### src/rtl/ucode_data_reader.sv
// ucode_data_reader: expands one data-read uCode word into a 1-6 beat SRAM read burst
// and realigns returned data with its beat metadata. Optional macro: UCODE_MODE_CHECK_EN.
module ucode_data_reader #(
    parameter int ADDR_W     = 14,
    parameter int DATA_W     = 8,
    parameter int RD_LATENCY = 1
) (
    input  logic              Clk,
    input  logic              Reset,
    input  logic [23:0]       Data_Read_uCode,
    output logic              uCode_Ready,
    input  logic              Stall,
    output logic              Rd_En,
    output logic [ADDR_W-1:0] Rd_Addr,
    input  logic [DATA_W-1:0] Rd_Data,
    output logic [DATA_W-1:0] Data_Out,
    output logic              Data_Out_Valid,
    output logic [2:0]        Beat_Idx,
    output logic              Last_Beat,
    output logic [8:0]        Mode_Out,
    output logic              Mode_Err
);

    typedef enum logic {IDLE, ISSUE} state_t;

    logic [8:0] width_f;
    logic [4:0] depth_f;
    logic [8:0] mode_f;
    logic       enable_f;

    assign width_f  = Data_Read_uCode[23:15];
    assign depth_f  = Data_Read_uCode[14:10];
    assign mode_f   = Data_Read_uCode[9:1];
    assign enable_f = Data_Read_uCode[0];

    // Highest set mode bit wins; unlisted modes decode to length 0 and are dropped.
    logic [8:0] sel_mode;
    logic [2:0] sel_len;

    always_comb begin
        sel_mode = '0;
        for (int i = 0; i < 9; i++) begin
            if (mode_f[i]) begin
                sel_mode    = '0;
                sel_mode[i] = 1'b1;
            end
        end
    end

    always_comb begin
        sel_len = 3'd0;
        case (sel_mode)
            9'b001000000: sel_len = 3'd6;
            9'b000100000: sel_len = 3'd2;
            9'b000010000: sel_len = 3'd4;
            9'b000001000: sel_len = 3'd4;
            9'b000000100: sel_len = 3'd1;
            9'b000000010: sel_len = 3'd5;
            9'b000000001: sel_len = 3'd5;
            default:      sel_len = 3'd0;
        endcase
    end

    logic word_ok;
`ifdef UCODE_MODE_CHECK_EN
    logic multi_hot;
    assign multi_hot = ($countones(mode_f) > 1);
    assign word_ok   = (sel_len != 3'd0) && !multi_hot;
`else
    assign word_ok   = (sel_len != 3'd0);
`endif

    state_t            state_reg;
    logic [2:0]        beat_reg;
    logic [2:0]        len_reg;
    logic [8:0]        mode_reg;
    logic [ADDR_W-1:0] addr_reg;
    logic [ADDR_W-1:0] base;
    logic              last_beat;
    logic              accept;
    logic              start;
    logic              issue;

    assign base      = ADDR_W'({depth_f, width_f});
    assign last_beat = (beat_reg == len_reg - 3'd1);

    // Ready opens on the final beat so the next burst follows without a bubble.
    assign uCode_Ready = !Reset && ((state_reg == IDLE) ||
                                    ((state_reg == ISSUE) && last_beat && !Stall));
    assign accept      = enable_f && uCode_Ready && !Stall;
    assign start       = accept && word_ok;
    assign issue       = !Reset && (state_reg == ISSUE) && !Stall;

    assign Rd_En   = issue;
    assign Rd_Addr = addr_reg;

    always_ff @(posedge Clk) begin
        if (Reset) begin
            state_reg <= IDLE;
            beat_reg  <= '0;
            len_reg   <= '0;
            mode_reg  <= '0;
            addr_reg  <= '0;
        end else begin
            case (state_reg)
                IDLE: begin
                    if (start) begin
                        state_reg <= ISSUE;
                        beat_reg  <= '0;
                        len_reg   <= sel_len;
                        mode_reg  <= sel_mode;
                        addr_reg  <= base;
                    end
                end
                ISSUE: begin
                    if (!Stall) begin
                        if (last_beat) begin
                            if (start) begin
                                beat_reg <= '0;
                                len_reg  <= sel_len;
                                mode_reg <= sel_mode;
                                addr_reg <= base;
                            end else begin
                                state_reg <= IDLE;
                            end
                        end else begin
                            beat_reg <= beat_reg + 3'd1;
                            addr_reg <= addr_reg + ADDR_W'(1);
                        end
                    end
                end
            endcase
        end
    end

    // Metadata travels alongside the SRAM access so it lines up with Rd_Data.
    logic       pipe_valid [RD_LATENCY];
    logic [2:0] pipe_beat  [RD_LATENCY];
    logic       pipe_last  [RD_LATENCY];
    logic [8:0] pipe_mode  [RD_LATENCY];

    generate
        for (genvar gi = 0; gi < RD_LATENCY; gi++) begin : g_meta
            if (gi == 0) begin : g_head
                always_ff @(posedge Clk) begin
                    if (Reset) begin
                        pipe_valid[0] <= 1'b0;
                        pipe_beat[0]  <= '0;
                        pipe_last[0]  <= 1'b0;
                        pipe_mode[0]  <= '0;
                    end else begin
                        pipe_valid[0] <= issue;
                        pipe_beat[0]  <= beat_reg;
                        pipe_last[0]  <= last_beat;
                        pipe_mode[0]  <= mode_reg;
                    end
                end
            end else begin : g_tail
                always_ff @(posedge Clk) begin
                    if (Reset) begin
                        pipe_valid[gi] <= 1'b0;
                        pipe_beat[gi]  <= '0;
                        pipe_last[gi]  <= 1'b0;
                        pipe_mode[gi]  <= '0;
                    end else begin
                        pipe_valid[gi] <= pipe_valid[gi-1];
                        pipe_beat[gi]  <= pipe_beat[gi-1];
                        pipe_last[gi]  <= pipe_last[gi-1];
                        pipe_mode[gi]  <= pipe_mode[gi-1];
                    end
                end
            end
        end
    endgenerate

    always_ff @(posedge Clk) begin
        if (Reset) begin
            Data_Out       <= '0;
            Data_Out_Valid <= 1'b0;
            Beat_Idx       <= '0;
            Last_Beat      <= 1'b0;
            Mode_Out       <= '0;
        end else begin
            Data_Out_Valid <= pipe_valid[RD_LATENCY-1];
            if (pipe_valid[RD_LATENCY-1]) begin
                Data_Out  <= Rd_Data;
                Beat_Idx  <= pipe_beat[RD_LATENCY-1];
                Last_Beat <= pipe_last[RD_LATENCY-1];
                Mode_Out  <= pipe_mode[RD_LATENCY-1];
            end
        end
    end

`ifdef UCODE_MODE_CHECK_EN
    always_ff @(posedge Clk) begin
        if (Reset) begin
            Mode_Err <= 1'b0;
        end else if (accept && multi_hot) begin
            Mode_Err <= 1'b1;
        end
    end
`else
    assign Mode_Err = 1'b0;
`endif

endmodule

### config.mk
export PLATFORM = sky130hd
export DESIGN_NAME = ucode_data_reader
export DESIGN_NICKNAME = d
export VERILOG_FILES = /design/src/rtl/ucode_data_reader.sv
export SDC_FILE = /design/constraint.sdc
export NUM_CORES = 1
export LEC_CHECK = 0
export BUFFER_PORTS_ARGS = -buffer_cell sky130_fd_sc_hd__buf_2
export CAP_MARGIN = 20
export CORE_ASPECT_RATIO = 1.4
export CORE_MARGIN = 1.5
export CORE_UTILIZATION = 35
export CTS_CLUSTER_SIZE = 14
export DETAILED_ROUTE_END_ITERATION = 10
export HOLD_SLACK_MARGIN = 0.03
export PLACE_DENSITY = 0.68
export SYNTH_ARGS = -nofsm -noshare
export SYNTH_HDL_FRONTEND = slang
export SYNTH_SLANG_ARGS = --single-unit
### constraint.sdc
create_clock -name Clk -period 2.4 [get_ports Clk]
set_input_delay 0.48 -clock Clk [delete_from_list [all_inputs] [get_ports Clk]]
set_output_delay 0.48 -clock Clk [all_outputs]
set_load 0.1 [all_outputs]
==> flow_summary_export.csv, run 1 <==
group,metric,value,unit
layout,num_antenna_cells,0,
sta,layout_min_cycle_time,2.287,ns
sta,setup_tns,0,ns
critical_path,cp-end-kind,"output port",
sta,setup_violations,0,
clock_tree,htreeDepth,3,
sta,report.final.slew_viol_count,0,
clock_tree,cts_sinks,66,
sta,finalHoldViolations,0,
clock_tree,clk_path_buf_depth,2,
floorplan,core_area,7797,µm²
floorplan,initial_core_util,36.23,%
route,route.detailed.drc,0,
pwr,ir_drop,370.8,µV
route,first_iter_violations,129,
placed_design,placed_cells,459,
synth,seq_area_frac_synth,46.77,%
layout,final_area,3605,µm²
synth,ys_warn_count,0,
floorplan,die_width,78.93,µm
sta,rsz0062_at_grt,"no",
route,drt-total-wl,6870,µm
critical_path,critPathBufInv,2,
synth,synth_seq_cells,66,
clock_tree,cts_hold_repair.buffers,0,
critical_path,cp-start-kind,"flop",
clock_tree,ctsRootBufferMaster,"clkbuf_8",
sta,slew_headroom,62.14,%
sta,max_freq,0.4373,GHz
placed_design,numPortBuffers,72,
critical_path,slowest_delay,0.36,ns
route,avgRoutedWirePerCell,14.37,µm
pwr,leakagePower,1.438,nW
synth,synth_top_cell_by_area,"dfxtp_1",
placed_design,post_dp_cell_area,3344,µm²
critical_path,crit_family,"compound AO/OA/AOI/OAI gates",
job,drv_cap,0,
synth,netlist_instances,295,
synth,yosys.area.top_type_share,46.77,%
route,drtAntennaViolNets,0,
layout,fin_nets,411,
synth,synth_area_leaders,"dfxtp_1, mux2i_1, nor2_1, nor2b_1, a21oi_1",
critical_path,crit_path_cell_trace,"inv_1 -> ha_4 -> xor3_2 -> o31a_4 -> nor2_4 -> buf_12",
global_routing,grt_pass1_wl,11130,µm
route,viasPerCell,5.188,
clock_tree,cts_tree,"yes",
placed_design,globalplace.congestion,0.8376,
layout,fill_cells,780,
floorplan,die-area,8627,µm²
layout,fin_util,46.23,%
critical_path,crit_arrival,1.81,ns
layout,drive_gt1_share,30.95,%
min_path,hp-class,"in2reg",
critical_path,cp_max_fo,3,
synth,synth-edff-count,0,
synth,yosys_most_used_dff,"dfxtp_1",
floorplan,ios,74,
global_routing,grt_overflow,0,
synth,synth.cell_area,2825,µm²
global_routing,grt_use_total,16.67,%
critical_path,critPathRequiredTime,1.92,ns
global_routing,grt_pass1_vias,2383,
sta,fin_skew,0.01277,ns
route,route.vias.total,2480,
critical_path,path_class,"reg2out",
global_routing,grt_max_degree,43,
synth,syn_area_per_cell,9.577,µm²
layout,fin_cells,478,
synth,ys_top_cells_by_count,"dfxtp_1, nor2_1, mux2i_1",
global_routing,antenna_found_initial,0,
clock_tree,clk_pin_slew,0.08,ns
floorplan,num_rows,38,
sta,worstMarginPinSlew,0.5639,ns
sta,period_share,95.28,%
status,outcome,"completed",
placed_design,dp_hpwl,4881,µm
synth,synth.most_common_cell,"dfxtp_1",
clock_tree,clkLatencyLatePin,0.33,ns
layout,area_growth,27.59,%
critical_path,crit_path_top_delay_cell,"o31a_4",
synth,synthesis.nets,333,
layout,largest_register_ffs,14,
pwr,power_density,643.8,nW/µm²
synth,async_reset_ff_share,0,%
synth,ys_types,60,
clock_tree,cts_buffers,9,
route,drt_pass1_iterations,4,
floorplan,fp.dieH,109.3,µm
logic make-up after synthesis:
kind of cell             Yosys count  share of synthesized area, %
buffers and inverters             22                         3.720
multiplexers                      24                         8.680
other                              1                        0.1327
adder cells (fa/ha/maj)            3                         1.329
flip-flops                        66                         46.77
AO/OA/AOI/OAI                     56                         15.68
AND/OR/NAND/NOR                  119                         21.88
XOR/XNOR                           4                         1.816
per-stage QoR:
stage / hold WS [ns] / worst slack (ns) / power [W]
global placement: 0.4334 / 0.1958 / 0.001401
detailed placement: 0.4389 / 0.1288 / 0.001404
finish: 0.3595 / 0.1133 / 0.002321
global route: 0.3721 / 0.03927 / 0.002417
floorplan: 0.4273 / 0.01821 / 0.001324
CTS: 0.3398 / 0.002306 / 0.002345
cell type report:
class                           instances  area [µm²]  area share (%)
Clock inverter                          7       78.83           2.187
Inverter                                4       15.01          0.4165
Clock buffer                            9       123.9           3.436
Tap cell                              100       125.1           3.471
Timing Repair Buffer                   84       480.5           13.33
Sequential cell                        66        1323           36.69
Multi-Input combinational cell        208        1459           40.47
layout by cell type, fill, tap and decap left out, types with 2 or more instances in the layout:
master	count
buf_4	12
mux2i_1	23
o21ai_1	2
o21ai_0	6
and2_1	4
clkbuf_8	9
o311ai_0	3
a31oi_1	2
buf_2	70
nor2b_1	14
and4_1	2
o31ai_1	3
nor2_4	2
o2bb2ai_1	2
nand3_1	10
buf_12	2
nor4_1	6
nand4b_1	2
inv_1	3
a32o_1	3
ha_1	2
clkinv_4	4
nor3_1	7
nor2_1	36
and3_1	2
a21oi_1	14
dfxtp_1	65
a211oi_1	3
nor3b_1	2
nand4_1	9
nand2_1	17
routing by layer:
metal	global-route usage, %	wire length (µm)	share of wire, %	vias up
met1	18.43	2844	41	1152
met2	30.42	3601	52	90
li1	-	-	-	1230
met3	4.232	364	5.3	8
met4	6.516	59	0.86	0
met5	0	0	0	-
power breakdown:
part,switching (W),leakage [nW],internal [W],total [W]
registers,0.0000183,0.533,0.00111,0.00113
clock network,0.000445,0.104,0.000488,0.000933
logic,0.000183,0.801,0.0000793,0.000262
total,0.000646,1.44,0.00168,0.00232
timing repair:
| action | CTS | global route |
|---|---|---|
| gates cloned | 1 | 0 |
| setup endpoints to repair | 1 | 3 |
| pin swaps | 1 | 0 |
| resized for setup | 1 | 3 |
| buffers inserted | 2 | 0 |
path summary, 6_finish.rpt:
check,cells after the start,start,to,slack [ns]
min reg2reg,2,mode_reg[5],mode_reg[5],0.45
min,3,Data_Read_uCode[10],Rd_Addr[9],0.36
max,6,len_reg[0],uCode_Ready,0.11
max reg2reg,8,len_reg[0],Rd_Addr[2],0.20
worst register-to-register path: cells and delay by family, from the launching register on:
kind	cells	cell delay, ns
flip-flops	1	0.34
AO/OA/AOI/OAI	2	0.74
AND/OR/NAND/NOR	2	0.34
buffers and inverters	2	0.26
adder cells (fa/ha/maj)	1	0.14
XOR/XNOR	1	0.26
Note: power is estimated with default switching activity, not from simulation.
==> inputs of run 2 (changes only) <==
Settings changed: SETUP_SLACK_MARGIN from default to 0.15.
==> flow_summary_export.csv, run 2 (same netlist as run 1, synthesis figures left out) <==
group,metric,value,unit
layout,final_common_cell,"buf_2",
clock_tree,clk_path_buf_depth,2,
route,drt-total-wl,7183,µm
status,outcome,"completed",
route,drtAntennaViolNets,0,
floorplan,initial_core_util,36.23,%
sta,setup_ws,0.1317,ns
critical_path,crit_path_top_delay_cell,"xor3_2",
sta,period_share,94.51,%
sta,finalHoldViolations,0,
floorplan,fp.dieH,109.3,µm
placed_design,numPortBuffers,72,
placed_design,dp_hpwl,4861,µm
floorplan,num_rows,38,
pwr,p_total,0.002453,W
clock_tree,cts_sinks,66,
route,viasPerCell,5.340,
critical_path,crit_arrival,1.79,ns
route,drt_pass1_iterations,4,
sta,setup_tns,0,ns
layout,multi_input_area,1459,µm²
floorplan,die-area,8627,µm²
critical_path,path_class,"reg2out",
clock_tree,clk_pin_slew,0.08,ns
global_routing,grt_max_degree,53,
global_routing,grt_overflow,0,
critical_path,slowest_delay,0.44,ns
critical_path,cp_max_fo,3,
sta,holdWs,0.3629,ns
sta,setup_violations,0,
global_routing,grt_use_total,17.24,%
pwr,leakagePower,1.455,nW
layout,area_growth,28.79,%
global_routing,grt_pass1_wl,11300,µm
layout,drive_gt1_share,32.45,%
clock_tree,cts_buffers,9,
critical_path,cp-start-kind,"flop",
clock_tree,cts_tree,"yes",
sta,max_freq,0.4409,GHz
pwr,ir_drop,368.4,µV
critical_path,cp-end-kind,"output port",
pwr,power_density,674.2,nW/µm²
critical_path,crit_path_cell_trace,"xor3_2 -> o31a_4 -> nor2_4 -> buf_12",
floorplan,ios,74,
critical_path,critPathBufInv,1,
layout,seq_area,1328,µm²
floorplan,core_area,7797,µm²
critical_path,crit_family,"XOR/XNOR gates",
route,route.detailed.drc,0,
job,drv_cap,0,
sta,fin_skew,0.01459,ns
layout,fin_nets,412,
clock_tree,clkLatencyLatePin,0.35,ns
floorplan,die_width,78.93,µm
sta,rsz0062_at_grt,"yes",
sta,slew_headroom,62.13,%
placed_design,dp_slack,0.2290,ns
layout,fin_util,46.66,%
global_routing,grt_pass1_vias,2361,
critical_path,critPathRequiredTime,1.92,ns
clock_tree,cts_hold_repair.buffers,0,
layout,fill_cells,779,
global_routing,antenna_found_initial,0,
clock_tree,htreeDepth,3,
layout,num_antenna_cells,0,
min_path,hp-class,"in2reg",
route,route.vias.total,2558,
route,first_iter_violations,106,
clock_tree,ctsRootBufferMaster,"clkbuf_8",
sta,worstMarginPinSlew,0.5639,ns
sta,report.final.slew_viol_count,0,
placed_design,globalplace.congestion,0.8296,
layout,final_cell_mix,"buf_2, dfxtp_1, nor2_1",
layout,largest_register_ffs,14,
sta,layout_min_cycle_time,2.268,ns
route,avgRoutedWirePerCell,15.00,µm
[run 2: cell count changes in the layout (fill, tap and decap cells not counted), sizes merged]
cell,previous run,this run
clkinv,6,4
inv,4,5
bufinv,1,2
buf,84,85
[run 2: final cells by class]
class | count | share of cell area (%)
clock buffers | 9 | 3.404
clock inverters | 7 | 2.751
inverters | 4 | 0.4127
multi-input cells | 208 | 40.10
flip-flops and latches | 66 | 36.49
well taps | 100 | 3.439
repair buffers | 85 | 13.41
[run 2: path summary, 6_finish.rpt]
| path | start | end | slack (ns) | cells after the start |
|---|---|---|---|---|
| worst max-delay path | beat_reg[2] | uCode_Ready | 0.13 | 4 |
| worst min-delay path | Data_Read_uCode[10] | Rd_Addr[9] | 0.36 | 3 |
| worst max register to register | beat_reg[2] | mode_reg[0] | 0.24 | 7 |
| worst min register to register | mode_reg[2] | mode_reg[2] | 0.44 | 2 |
[run 2: power breakdown]
| group | switching, W | internal [W] | total [W] | leakage [nW] |
|---|---|---|---|---|
| sequential | 0.0000175 | 0.00111 | 0.00113 | 0.535 |
| combinational | 0.000186 | 0.0000802 | 0.000266 | 0.806 |
| clock | 0.000468 | 0.000594 | 0.00106 | 0.114 |
| total | 0.000671 | 0.00178 | 0.00245 | 1.45 |
[run 2: through the flow]
stage	cells	area [µm²]
global placement	460	3374
finish	479	3638
floorplan	295	2873
global route	479	3638
CTS	479	3638
detailed placement	460	3374
[run 2: worst min-delay path, delay by kind of cell]
kind            cells  cell delay (ns)
compound gates      2             0.11
buf+inv             1             0.08
[run 2: per-layer routing]
metal / vias up / track usage, % / share of wire [%]
li1: 1239 / - / -
met1: 1196 / 19.39 / 42
met2: 106 / 28.20 / 49
met3: 17 / 5.643 / 6.5
met4: 0 / 10.65 / 2.7
met5: - / 0 / 0
[run 2: timing repair]
item | in CTS | in global routing
resized for setup | 5 | 0
gates cloned | 1 | 0
endpoints found under the setup margin | 1 | 1
pin swaps | 1 | 0
buffers inserted | 2 | 0
==> inputs of run 3 (changes only) <==
Settings changed: CORE_UTILIZATION 35 to 52, PLACE_DENSITY 0.68 to 0.9.
==> flow_summary_export.csv, run 3 (same netlist as run 1, synthesis figures left out) <==
group,metric,value,unit
pwr,seqPwrFrac,46.0,%
critical_path,ff2ff_path_depth,9,
route,drt_pass1_iterations,5,
status,outcome,"completed",
layout,final_cell_mix,"buf_2, dfxtp_1, nor2_1",
critical_path,rr_startpoint,"len_reg[0]",
global_routing,grt_use_total,26.80,%
critical_path,critPathRequiredTime,1.92,ns
job,drv_cap,0,
pwr,pwr-share-clk,43.1,%
floorplan,num_rows,31,
pwr,intPower,0.001803,W
sta,fin_skew,0.009924,ns
placed_design,dp_hpwl,5187,µm
clock_tree,htreeDepth,3,
layout,fin_nets,416,
critical_path,reg2reg_to,"mode_reg[3]",
placed_design,globalplace.congestion,0.9279,
floorplan,initial_core_util,54.36,%
route,avgRoutedWirePerCell,17.57,µm
floorplan,fp.dieH,90.22,µm
layout,drive_gt1_share,33.68,%
pwr,p_sw,0.0006501,W
pwr,leakagePower,1.469,nW
sta,period_share,97.14,%
critical_path,r2r_slack,0.16,ns
pwr,comb_power_share,10.9,%
floorplan,die-area,5891,µm²
sta,setup_violations,0,
clock_tree,cts_tree,"yes",
sta,finalHoldViolations,0,
layout,area_growth,28.12,%
clock_tree,cts_buffers,9,
clock_tree,clk_path_buf_depth,2,
critical_path,cp-start-kind,"flop",
route,route.detailed.drc,0,
pwr,p_total,0.002453,W
critical_path,cp_max_fo,3,
min_path,worstHoldStart,"Data_Read_uCode[10]",
sta,report.final.slew_viol_count,0,
floorplan,core_area,5197,µm²
sta,worstMarginPinSlew,0.5997,ns
min_path,hp-class,"in2reg",
critical_path,cp-end-kind,"output port",
clock_tree,clk_pin_slew,0.08,ns
clock_tree,clkLatencyLatePin,0.35,ns
floorplan,die_width,65.30,µm
min_path,worstHoldPathCells,3,
min_path,hold_path_end,"Rd_Addr[9]",
global_routing,grt_pass1_vias,2527,
layout,final_area,3620,µm²
placed_design,numPortBuffers,72,
layout,num_antenna_cells,0,
clock_tree,ctsRootBufferMaster,"clkbuf_8",
placed_design,post_dp_cell_area,3309,µm²
route,drtAntennaViolNets,0,
clock_tree,cts_hold_repair.buffers,0,
floorplan,ios,74,
layout,final_common_cell,"buf_2",
route,viasPerCell,6.040,
sta,holdWs,0.3691,ns
critical_path,path_class,"reg2out",
route,drt-total-wl,7888,µm
global_routing,grt_max_degree,57,
critical_path,crit_arrival,1.85,ns
clock_tree,cts_sinks,66,
pwr,ir_drop,489.9,µV
route,first_iter_violations,215,
pwr,power_density,677.7,nW/µm²
global_routing,antenna_found_initial,0,
sta,rsz0062_at_grt,"yes",
layout,largest_register_ffs,14,
pwr,swShare,26.50,%
global_routing,grt_overflow,0,
sta,setup_tns,0,ns
sta,max_freq,0.4289,GHz
global_routing,grt_pass1_wl,12090,µm
sta,slew_headroom,59.73,%
sta,layout_min_cycle_time,2.331,ns
route,route.vias.total,2712,
run 3: how the worst max path moves through the flow:
stage | from | endpoint | slack, ns
after global placement | Data_Read_uCode[5] | Rd_Addr[1] | 0.20
after floorplan | len_reg[0] | uCode_Ready | 0.12
after global routing | len_reg[0] | uCode_Ready | 0.03
after CTS | len_reg[0] | uCode_Ready | 0.03
after detailed placement | len_reg[0] | Rd_Addr[10] | 0.18
final | len_reg[0] | uCode_Ready | 0.07
run 3: power by group through the flow:
stage / Clock, W / Combinational, W / Sequential (W)
finish: 0.00106 / 0.000268 / 0.00113
global route: 0.00111 / 0.000280 / 0.00113
CTS: 0.00106 / 0.000258 / 0.00113
detailed placement: 0 / 0.000253 / 0.00115
global placement: 0 / 0.000248 / 0.00115
floorplan: 0 / 0.000116 / 0.00121
run 3: area by class of cell:
type	count	area [µm²]
fillers	398	1578
multi-input cells	208	1450
flip-flops and latches	66	1328
repair buffers	89	518.0
clock buffers	10	137.6
clock inverters	6	88.84
well taps	66	82.58
inverters	4	15.01
run 3: metal layers:
| metal | GRT usage (%) | part of all wire, % |
|---|---|---|
| met1 | 29.33 | 36 |
| met2 | 46.94 | 53 |
| met4 | 13.02 | 3.6 |
| met5 | 0 | 0 |
| met3 | 6.633 | 7.5 |
run 3: metrics by stage:
stage,util [%],instances,setup slack [ns]
final,69.64,449,0.06855
after global routing,69.64,449,0.02645
after CTS,68.42,441,0.03427
after detailed placement,63.67,423,0.1817
after global placement,63.67,423,0.2037
after floorplan,-,295,0.1241
run 3: what timing repair did:
action                     4_1_cts  5_1_grt
setup buffers                    1        8
pin swaps                        2        2
gates resized for setup          4        2
setup endpoints to repair        1       12
gates cloned                     1        0
run 3: critical path, cell delays in order, from the launching register on:
cell and delay [ns]:
dfxtp_2 0.36, inv_2 0.05, ha_4 0.15, xor3_2 0.27, o31a_4 0.38, nor2_4 0.11
buf_12 0.18
